$ cat src/rtl/rom_load_sequencer.sv
// Loads the HPS ROM image into the program/vector ROMs, arbitrates the ROM
// ports between loader and running core, and generates the stretched core reset.
module rom_load_sequencer #(
  parameter int PROG_AW     = 13,
  parameter int VEC_AW      = 11,
  parameter int HOLD_CYCLES = 1024
) (
  input  logic               clk_25,
  input  logic               RESET_L,
  input  logic               ext_reset,
  input  logic               dn_download,
  input  logic               dn_wr,
  input  logic [15:0]        dn_addr,
  input  logic [7:0]         dn_data,
  input  logic [PROG_AW-1:0] cpu_prog_addr,
  input  logic [VEC_AW-1:0]  cpu_vec_addr,
  output logic [PROG_AW-1:0] prog_addr,
  output logic               prog_we,
  output logic [VEC_AW-1:0]  vec_addr,
  output logic               vec_we,
  output logic [7:0]         rom_wdata,
  output logic               loader_owns,
  output logic               rom_valid,
  output logic [7:0]         oor_cnt,
  output logic               core_reset_l
);

  localparam logic [1:0] ST_BOOT = 2'd0;
  localparam logic [1:0] ST_LOAD = 2'd1;
  localparam logic [1:0] ST_HOLD = 2'd2;
  localparam logic [1:0] ST_RUN  = 2'd3;

  localparam int              HCW       = (HOLD_CYCLES > 1) ? $clog2(HOLD_CYCLES) : 1;
  localparam logic [HCW-1:0]  HOLD_LAST = HCW'(HOLD_CYCLES - 1);

  // Region bounds kept one bit wider than dn_addr so the compares cannot wrap.
  localparam logic [16:0]       PROG_SIZE = 17'(1) << PROG_AW;
  localparam logic [16:0]       VEC_END   = PROG_SIZE + (17'(1) << VEC_AW);
  localparam logic [PROG_AW:0]  PROG_FULL = {1'b1, {PROG_AW{1'b0}}};
  localparam logic [VEC_AW:0]   VEC_FULL  = {1'b1, {VEC_AW{1'b0}}};

  logic [1:0]         state_q, state_d;
  logic [HCW-1:0]     hold_cnt_q, hold_cnt_d;
  logic               dn_wr_prev_q;
  logic [PROG_AW:0]   prog_cnt_q, prog_cnt_d;
  logic [VEC_AW:0]    vec_cnt_q, vec_cnt_d;
  logic               rom_valid_q, rom_valid_d;
  logic [7:0]         oor_cnt_q, oor_cnt_d;
  logic               prog_we_q, prog_we_d;
  logic               vec_we_q, vec_we_d;
  logic [7:0]         rom_wdata_q, rom_wdata_d;
  logic [PROG_AW-1:0] ld_prog_addr_q, ld_prog_addr_d;
  logic [VEC_AW-1:0]  ld_vec_addr_q, ld_vec_addr_d;
  logic               loader_owns_q, loader_owns_d;
  logic               core_reset_l_q, core_reset_l_d;

  logic wr_accept;
  logic in_prog;
  logic in_vec;
  logic counts_full;
  logic enter_load;

  // A write is taken on the strobe's rising edge; the LOAD term keeps the
  // byte that arrives together with the falling dn_download.
  assign wr_accept   = dn_wr && !dn_wr_prev_q && (dn_download || (state_q == ST_LOAD));
  assign in_prog     = {1'b0, dn_addr} < PROG_SIZE;
  assign in_vec      = !in_prog && ({1'b0, dn_addr} < VEC_END);
  assign counts_full = (prog_cnt_q == PROG_FULL) && (vec_cnt_q == VEC_FULL);
  assign enter_load  = (state_d == ST_LOAD) && (state_q != ST_LOAD);

  always_comb begin
    // NOTE: every signal gets a default before the case so no path leaves it
    // unassigned; a missing default here would infer a latch.
    state_d    = state_q;
    hold_cnt_d = hold_cnt_q;
    case (state_q)
      ST_BOOT: begin
        if (dn_download) state_d = ST_LOAD;
      end
      ST_LOAD: begin
        if (!dn_download) begin
          state_d    = ST_HOLD;
          hold_cnt_d = '0;
        end
      end
      ST_HOLD: begin
        if (dn_download) begin
          state_d = ST_LOAD;
        end else if (ext_reset) begin
          hold_cnt_d = '0;
        end else if (hold_cnt_q == HOLD_LAST) begin
          // counts_full covers a last byte landing too late for rom_valid_q
          // when the hold is very short.
          state_d = (rom_valid_q || counts_full) ? ST_RUN : ST_BOOT;
        end else begin
          hold_cnt_d = hold_cnt_q + HCW'(1);
        end
      end
      ST_RUN: begin
        if (dn_download) begin
          state_d = ST_LOAD;
        end else if (ext_reset) begin
          state_d    = ST_HOLD;
          hold_cnt_d = '0;
        end
      end
      default: state_d = ST_BOOT;
    endcase
  end

  always_comb begin
    prog_we_d      = wr_accept && in_prog;
    vec_we_d       = wr_accept && in_vec;
    rom_wdata_d    = wr_accept ? dn_data : rom_wdata_q;
    ld_prog_addr_d = prog_we_d ? dn_addr[PROG_AW-1:0] : ld_prog_addr_q;
    ld_vec_addr_d  = vec_we_d ? VEC_AW'({1'b0, dn_addr} - PROG_SIZE) : ld_vec_addr_q;

    // A byte accepted on the LOAD entry edge counts into the fresh session.
    prog_cnt_d = enter_load ? '0 : prog_cnt_q;
    vec_cnt_d  = enter_load ? '0 : vec_cnt_q;
    if (prog_we_d && (prog_cnt_d != PROG_FULL)) prog_cnt_d = prog_cnt_d + 1'b1;
    if (vec_we_d && (vec_cnt_d != VEC_FULL))    vec_cnt_d  = vec_cnt_d + 1'b1;

    oor_cnt_d = oor_cnt_q;
    if (wr_accept && !in_prog && !in_vec && (oor_cnt_q != 8'hFF)) begin
      oor_cnt_d = oor_cnt_q + 8'd1;
    end

    rom_valid_d    = enter_load ? 1'b0 : (rom_valid_q || counts_full);
    loader_owns_d  = (state_d != ST_RUN);
    core_reset_l_d = (state_d == ST_RUN);
  end

  // NOTE: state flops use non-blocking assignments so every flop samples the
  // pre-edge values; blocking here would create order-dependent simulation.
  always_ff @(posedge clk_25 or negedge RESET_L) begin
    if (!RESET_L) begin
      state_q        <= ST_BOOT;
      hold_cnt_q     <= '0;
      dn_wr_prev_q   <= 1'b0;
      prog_cnt_q     <= '0;
      vec_cnt_q      <= '0;
      rom_valid_q    <= 1'b0;
      oor_cnt_q      <= '0;
      prog_we_q      <= 1'b0;
      vec_we_q       <= 1'b0;
      rom_wdata_q    <= '0;
      ld_prog_addr_q <= '0;
      ld_vec_addr_q  <= '0;
      loader_owns_q  <= 1'b1;
      core_reset_l_q <= 1'b0;
    end else begin
      state_q        <= state_d;
      hold_cnt_q     <= hold_cnt_d;
      dn_wr_prev_q   <= dn_wr;
      prog_cnt_q     <= prog_cnt_d;
      vec_cnt_q      <= vec_cnt_d;
      rom_valid_q    <= rom_valid_d;
      oor_cnt_q      <= oor_cnt_d;
      prog_we_q      <= prog_we_d;
      vec_we_q       <= vec_we_d;
      rom_wdata_q    <= rom_wdata_d;
      ld_prog_addr_q <= ld_prog_addr_d;
      ld_vec_addr_q  <= ld_vec_addr_d;
      loader_owns_q  <= loader_owns_d;
      core_reset_l_q <= core_reset_l_d;
    end
  end

  // The running core sees its own addresses with no added latency.
  assign prog_addr    = loader_owns_q ? ld_prog_addr_q : cpu_prog_addr;
  assign vec_addr     = loader_owns_q ? ld_vec_addr_q : cpu_vec_addr;
  assign prog_we      = prog_we_q && loader_owns_q;
  assign vec_we       = vec_we_q && loader_owns_q;
  assign rom_wdata    = rom_wdata_q;
  assign loader_owns  = loader_owns_q;
  assign rom_valid    = rom_valid_q;
  assign oor_cnt      = oor_cnt_q;
  assign core_reset_l = core_reset_l_q;

endmodule

$ cat config.mk
export PLATFORM = sky130hd
export DESIGN_NAME = rom_load_sequencer
export DESIGN_NICKNAME = d
export VERILOG_FILES = /design/src/rtl/rom_load_sequencer.sv
export SDC_FILE = /design/constraint.sdc
export NUM_CORES = 1
export LEC_CHECK = 0
export ABC_AREA = 0
export CAP_MARGIN = 15
export CORE_ASPECT_RATIO = 0.7
export CORE_MARGIN = 2
export CORE_UTILIZATION = 45
export CTS_CLUSTER_DIAMETER = 30
export DETAILED_ROUTE_END_ITERATION = 16
export PLACE_DENSITY_LB_ADDON = 0.3
export SLEW_MARGIN = 10
export SYNTH_ARGS = -nofsm -noshare
export SYNTH_HDL_FRONTEND = slang
export SYNTH_SLANG_ARGS = --single-unit
$ cat constraint.sdc
create_clock -name clk_25 -period 3.5 [get_ports clk_25]
set_input_delay 1.05 -clock clk_25 [delete_from_list [all_inputs] [get_ports clk_25]]
set_output_delay 1.05 -clock clk_25 [all_outputs]
set_load 0.05 [all_outputs]
### Yosys cells after proc, flatten, opt, wreduce, memory -nomap -nowiden

Index checks and enable logic that the tools add are counted.

| storage, ports and cells | value |
|---|---|
| register bits after elaboration | 84 |

| cells by class | value |
|---|---|
| add/subtract/negate cells | 5 |
| eq/ne operators | 18 |
| reduce and logical (&&, ||, !) cells | 22 |
| magnitude comparators | 2 |
| muxes and demuxes | 23 |

Operators with widths:

| cell | number |
|---|---|
| $mux W10 | 6 |
| $lt A16 B14 Y1 const B | 2 |
| $pmux W10 S3 | 1 |
| $mux W14 | 2 |
| $mux W12 | 2 |
| $mux W2 | 8 |
| $add A14 B1 Y14 const B | 1 |
| $eq A14 B14 Y1 const B | 1 |
| $logic_and A1 B1 Y1 | 14 |
| $ne A14 B14 Y1 const B | 1 |
| $mux W13 | 1 |
| $add A12 B1 Y12 const B | 1 |
| $eq A12 B12 Y1 const B | 1 |
| $ne A12 B12 Y1 const B | 1 |
| $mux W11 | 1 |
| $sub A11 B1 Y11 const B | 1 |
| $add A10 B1 Y10 const B | 1 |
| $eq A10 B10 Y1 const B | 1 |
| $ne A2 B2 Y1 const B | 5 |
| $add A8 B1 Y8 const B | 1 |
| $ne A8 B8 Y1 const B | 1 |
| $pmux W2 S4 | 1 |
| $eq A2 B2 Y1 const B | 3 |
| $reduce_and A6 Y1 | 1 |
| other kinds (8) | 12 |

### Logic depth before layout (Yosys ltp)

| depth | value |
|---|---|
| depth after elaboration | 14 |
| mapped depth | 14 |
| depth with buffers taken out | 13 |

### Least setup slack after synthesis

No wires, ideal clock.

| timing | value |
|---|---|
| path kind | input to register |
| start point | in dn_download |
| end point | reg vec_cnt_q[10] |
| data arrival time | 3.149 ns |
| buffers on the path | 2 |
| setup time | 0.123 ns |
| required time | 3.377 ns |
| stages | 13 |
| setup slack | 0.229 ns |
| path through | clkbuf_1 -> inv_1 -> o31a_1 -> a32oi_1 -> o311a_4 -> and2_4 -> buf_6 -> nor2b_1 -> ha_1 -> nand4_1 -> nor2_1 -> xnor2_1 -> nor2_4 |

| between the ends | value |
|---|---|
| word-level cells in the longest chain between the ends | 8 |

RTL lines:

| element | line | RTL |
|---|---|---|
| start, declared | 11 | `input logic dn_download,` |
| branches (longest 7 deep; another with $add A12 B1 Y12) | - |  |
| $mux W12 * | 122 | `if (vec_we_d && (vec_cnt_d != VEC_FULL)) vec_cnt_d = vec_cnt_d + 1'b1;` |
| named net vec_cnt_d[10] | 46 | `logic [VEC_AW:0] vec_cnt_q, vec_cnt_d;` |
| end signal, assigned | 157 | `vec_cnt_q <= vec_cnt_d;` |
| end, declared | 46 |  |

Mark *: on every way through the listed nets, which the timed path passes.
A chain may end at the register's enable or synchronous reset.

### Worst setup path in the final report

| timing | value |
|---|---|
| start point | in dn_download |
| end point | reg vec_cnt_q[6] |

Same word-level chain as after synthesis.

==> results by group <==
Run status
  • Result of the run: finished clean

Drt
  • DRC Markers: 0
  • Initial drt markers: 188
  • DR WL/cell: 15.1 um
  • Post-DRT Antenna Nets: 0
  • Number of vias in the routed layout: 3376
  • Routed via count divided by cell count: 5.20
  • First-pass DRT Iterations: 4
  • Total wirelength of the detailed-routed design: 9820 um

Power and ir drop
  • Internal power of the cells: 2.52 mW
  • Maximum ir drop on the vdd rail: 0.490 mV
  • Share of power burned in combinational logic: 47.4%
  • Leakage power summed over all cells: 2.72 nW
  • Power share of the clock group: 22.4%
  • Net switching power of the design: 1.62 mW
  • Sequential share of power: 30.2%
  • Share of total power consumed by net switching: 39.1%
  • Power per Cell Area: 675 mW/mm^2

Yosys
  • Count of state elements after synthesis: 84
  • Sequential share of the synthesized area: 47.6%
  • Nets in the synthesized netlist: 465
  • Number of different library cells in the post-synthesis netlist: 58
  • Count of yosys warnings during synthesis: 0
  • Proportion of netlist area held by the largest area contributor: 47.0%
  • Proportion of register bits with asynchronous set or reset after synthesis: 100%
  • Post-synthesis instance area: 0.00442 sq mm
  • Primary flip-flop cell chosen by synthesis mapping: dfrtp_1
  • Most area-hungry cell type in the Yosys netlist: dfrtp_1
  • Largest cells by area after synthesis: dfrtp_1 47%, mux2_2 11%, nand2_1 5.3%, nor2_4 4.8%, xor2_1 3.0%
  • Syn_area_per_cell: 10.9 sq um
  • Number of enable flip-flop cells after synthesis: 0
  • Cells after synthesis: 405

Clock network
  • Clock Pin Slew Worst Setup and Hold Paths: 0.06 ns
  • CTS sink cnt: 84
  • Cell at the root of the clock tree: clkbuf_16
  • Post-CTS Hold Fix Bufs: 0
  • Total number of H-tree levels: 3
  • Max Buffers Root-to-Sink: 2
  • CTS tree: done
  • Number of buffers created by CTS: 9
  • Clock latency on the worst-skew pair: 0.33 ns

Placement
  • Area post-placement: 0.00583 sq mm
  • Buffers on Ports: 97
  • DP HPWL: 7220 um
  • Gp weighted congestion: 0.790

Timing
  • Number of setup violations in the final report: 0
  • Relative max-transition margin: 51.9%
  • Setup TNS: 0 ns
  • Fin. max-slew vios: 0
  • Hold Fails Final Rpt: 0
  • Share of the clock period used by the worst path after layout: 95.2%
  • Maximum frequency from static timing analysis: 300 MHz
  • Final critical-path required period: 3.33 ns
  • Worst Skew: 0.00697 ns
  • Unrepaired setup endpoints after global routing: no
  • Slew at the pin closest to its max-slew limit: 0.721 ns
  • Hold Worst Slack: 0.473 ns

Critical path
  • Number of buffer and inverter instances along the worst setup path: 2
  • Cell type of the slowest stage on the worst timing path: clkdlybuf4s50_1
  • Critical Path AT: 3.54 ns
  • Category of the worst setup path capture point: register
  • Critical-path cell list: clkdlybuf4s50_1, inv_1, o31a_1, a32oi_1, o311a_4, and2_4, nor2b_1, ha_1, nand4_1, nor2_1, xnor2_1, nor2_4
  • Data required time at the worst endpoint: 3.71 ns
  • Family with the most delay on the worst path: compound AO/OA/AOI/OAI gates
  • Largest stage delay, worst path: 0.54 ns
  • Category of the worst setup path launch point: input pin
  • Crit Path Category: in2reg
  • Maximum fanout count along the critical path: 5

Global route
  • Total global routing overflow: 0
  • Number of antenna violations at the first check in global routing: 0
  • Total track usage: 19.4%
  • Global-route wire length before repair: 16200 um
  • Largest net degree at the start of global routing: 57
  • Number of global-route vias before repair: 3407

Finish
  • Share of final-layout standard cells stronger than drive strength 1: 26.1%
  • Most frequent standard cell in the layout excluding fill and tap cells: dfrtp_1
  • Ant. Diodes: 0
  • Post-route cell area: 0.00613 sq mm
  • Area grow syn2layout: 38.7%
  • Fill count: 794
  • Layout Nets: 576
  • Most used cells in the layout excluding fill and tap cells: 83 x dfrtp_1, 71 x clkdlybuf4s50_1, 63 x nand2_1, 44 x mux2_2, 25 x buf_12

Floorplanning
  • Starting density of the core: 46.0%
  • Die Y: 86.9 um
  • Overall die area: 0.0106 sq mm
  • Site row count: 30
  • Die outline width: 122 um
  • Count of pins on the block boundary: 98
  • Area of the core region: 0.00961 sq mm

Min path
  • Class of the tightest hold or removal check: reg2reg

Run
  • MaxCap Viol Count: 0
-- worst min-delay path, delay by kind of cell, from the launching register on --
kind / cells / cell delay (ns)
flip-flops: 1 / 0.34
AND/OR/NAND/NOR: 2 / 0.11
-- logic make-up after synthesis --
| kind of cell | after synthesis | share of synthesized area [%] |
|---|---|---|
| and+or+nand+nor | 169 | 22.8 |
| DFF | 84 | 47.6 |
| AOI/OAI and AO/OA | 47 | 7.53 |
| muxes | 45 | 11.4 |
| xor gates and xnor gates | 28 | 5.55 |
| buffers and inverters | 25 | 3.11 |
| adders and majority gates | 7 | 1.98 |
-- worst paths after layout --
check | start | endpoint | slack (ns) | cells past startpoint
worst min register to register | ld_prog_addr_q[1] | ld_prog_addr_q[1] | 0.47 | 2
worst max register to register | hold_cnt_q[0] | vec_cnt_q[6] | 0.48 | 12
max in group asynchronous | RESET_L | loader_owns | 2.05 | 2
worst min-delay path | ld_prog_addr_q[1] | ld_prog_addr_q[1] | 0.47 | 2
min in group asynchronous | RESET_L | hold_cnt_q[3] | 0.77 | 1
worst max-delay path | dn_download | vec_cnt_q[6] | 0.17 | 12
-- per-stage QoR --
step | worst slack [ns] | cells | power (mW) | utilization [%]
3_3_place_gp | -0.215 | 632 | 3.19 | 60.7
2_1_floorplan | 0.229 | 405 | 2.48 | -
3_5_place_dp | -0.336 | 632 | 3.23 | 60.7
5_1_grt | 0.0712 | 649 | 4.34 | 63.8
4_1_cts | 0.219 | 649 | 4.17 | 63.8
6_report | 0.170 | 649 | 4.14 | 63.8
-- repair_timing --
item                       4_1_cts  5_1_grt
gates resized for setup          2        0
setup endpoints to repair        3        0
buffers inserted                 1        0
-- flip-flops by register name, summed over array words and instances (netlist names) --
name and count:
loader_owns 1, vec_we_q 1, prog_cnt_q 14, rom_valid 1, rom_wdata 8, hold_cnt_q 10, state_q 2, dn_wr_prev_q 1
vec_cnt_q 12, ld_prog_addr_q 13, prog_we_q 1, oor_cnt 8, ld_vec_addr_q 11, core_reset_l 1
-- synthesized netlist by cell type (3+ instances only) --
cell,count
a21oi_1,6
and2_1,6
and3_1,12
buf_2,3
clkbuf_1,9
dfrtp_1,83
ha_1,7
inv_1,9
mux2_2,44
nand2_1,63
nand2b_1,3
nand3_1,5
nand4_1,11
nor2_1,21
nor2_4,19
nor2b_1,4
nor4_1,4
o21ai_0,18
o2bb2ai_1,3
o31ai_1,4
xnor2_1,13
xor2_1,15
-- power groups by stage --
stage | clock network [mW] | registers [mW] | logic [mW]
final | 0.929 | 1.25 | 1.96
after global routing | 0.990 | 1.27 | 2.08
after CTS | 0.950 | 1.25 | 1.97
after global placement | 0 | 1.26 | 1.93
after floorplan | 0 | 1.46 | 1.02
after detailed placement | 0 | 1.27 | 1.97
-- layout make-up --
| cell class | count | area, sq um | area share (%) |
|---|---|---|---|
| repair buffers | 115 | 1360 | 22.1 |
| flip-flops and latches | 84 | 2100 | 34.3 |
| clock buffers | 13 | 250 | 4.08 |
| multi-input cells | 296 | 2190 | 35.7 |
| inverters | 10 | 37.5 | 0.612 |
| clock inverters | 3 | 40.0 | 0.653 |
| well taps | 128 | 160 | 2.61 |
-- per-layer routing --
| layer | GRT usage [%] | up-vias | share of wire (%) |
|---|---|---|---|
| met5 | 0 | - | 0 |
| li1 | - | 1628 | - |
| met2 | 29.9 | 95 | 47 |
| met3 | 7.33 | 10 | 7.0 |
| met4 | 4.49 | 0 | 0.88 |
| met1 | 26.2 | 1643 | 45 |
Power figures use the tool's default switching activity.
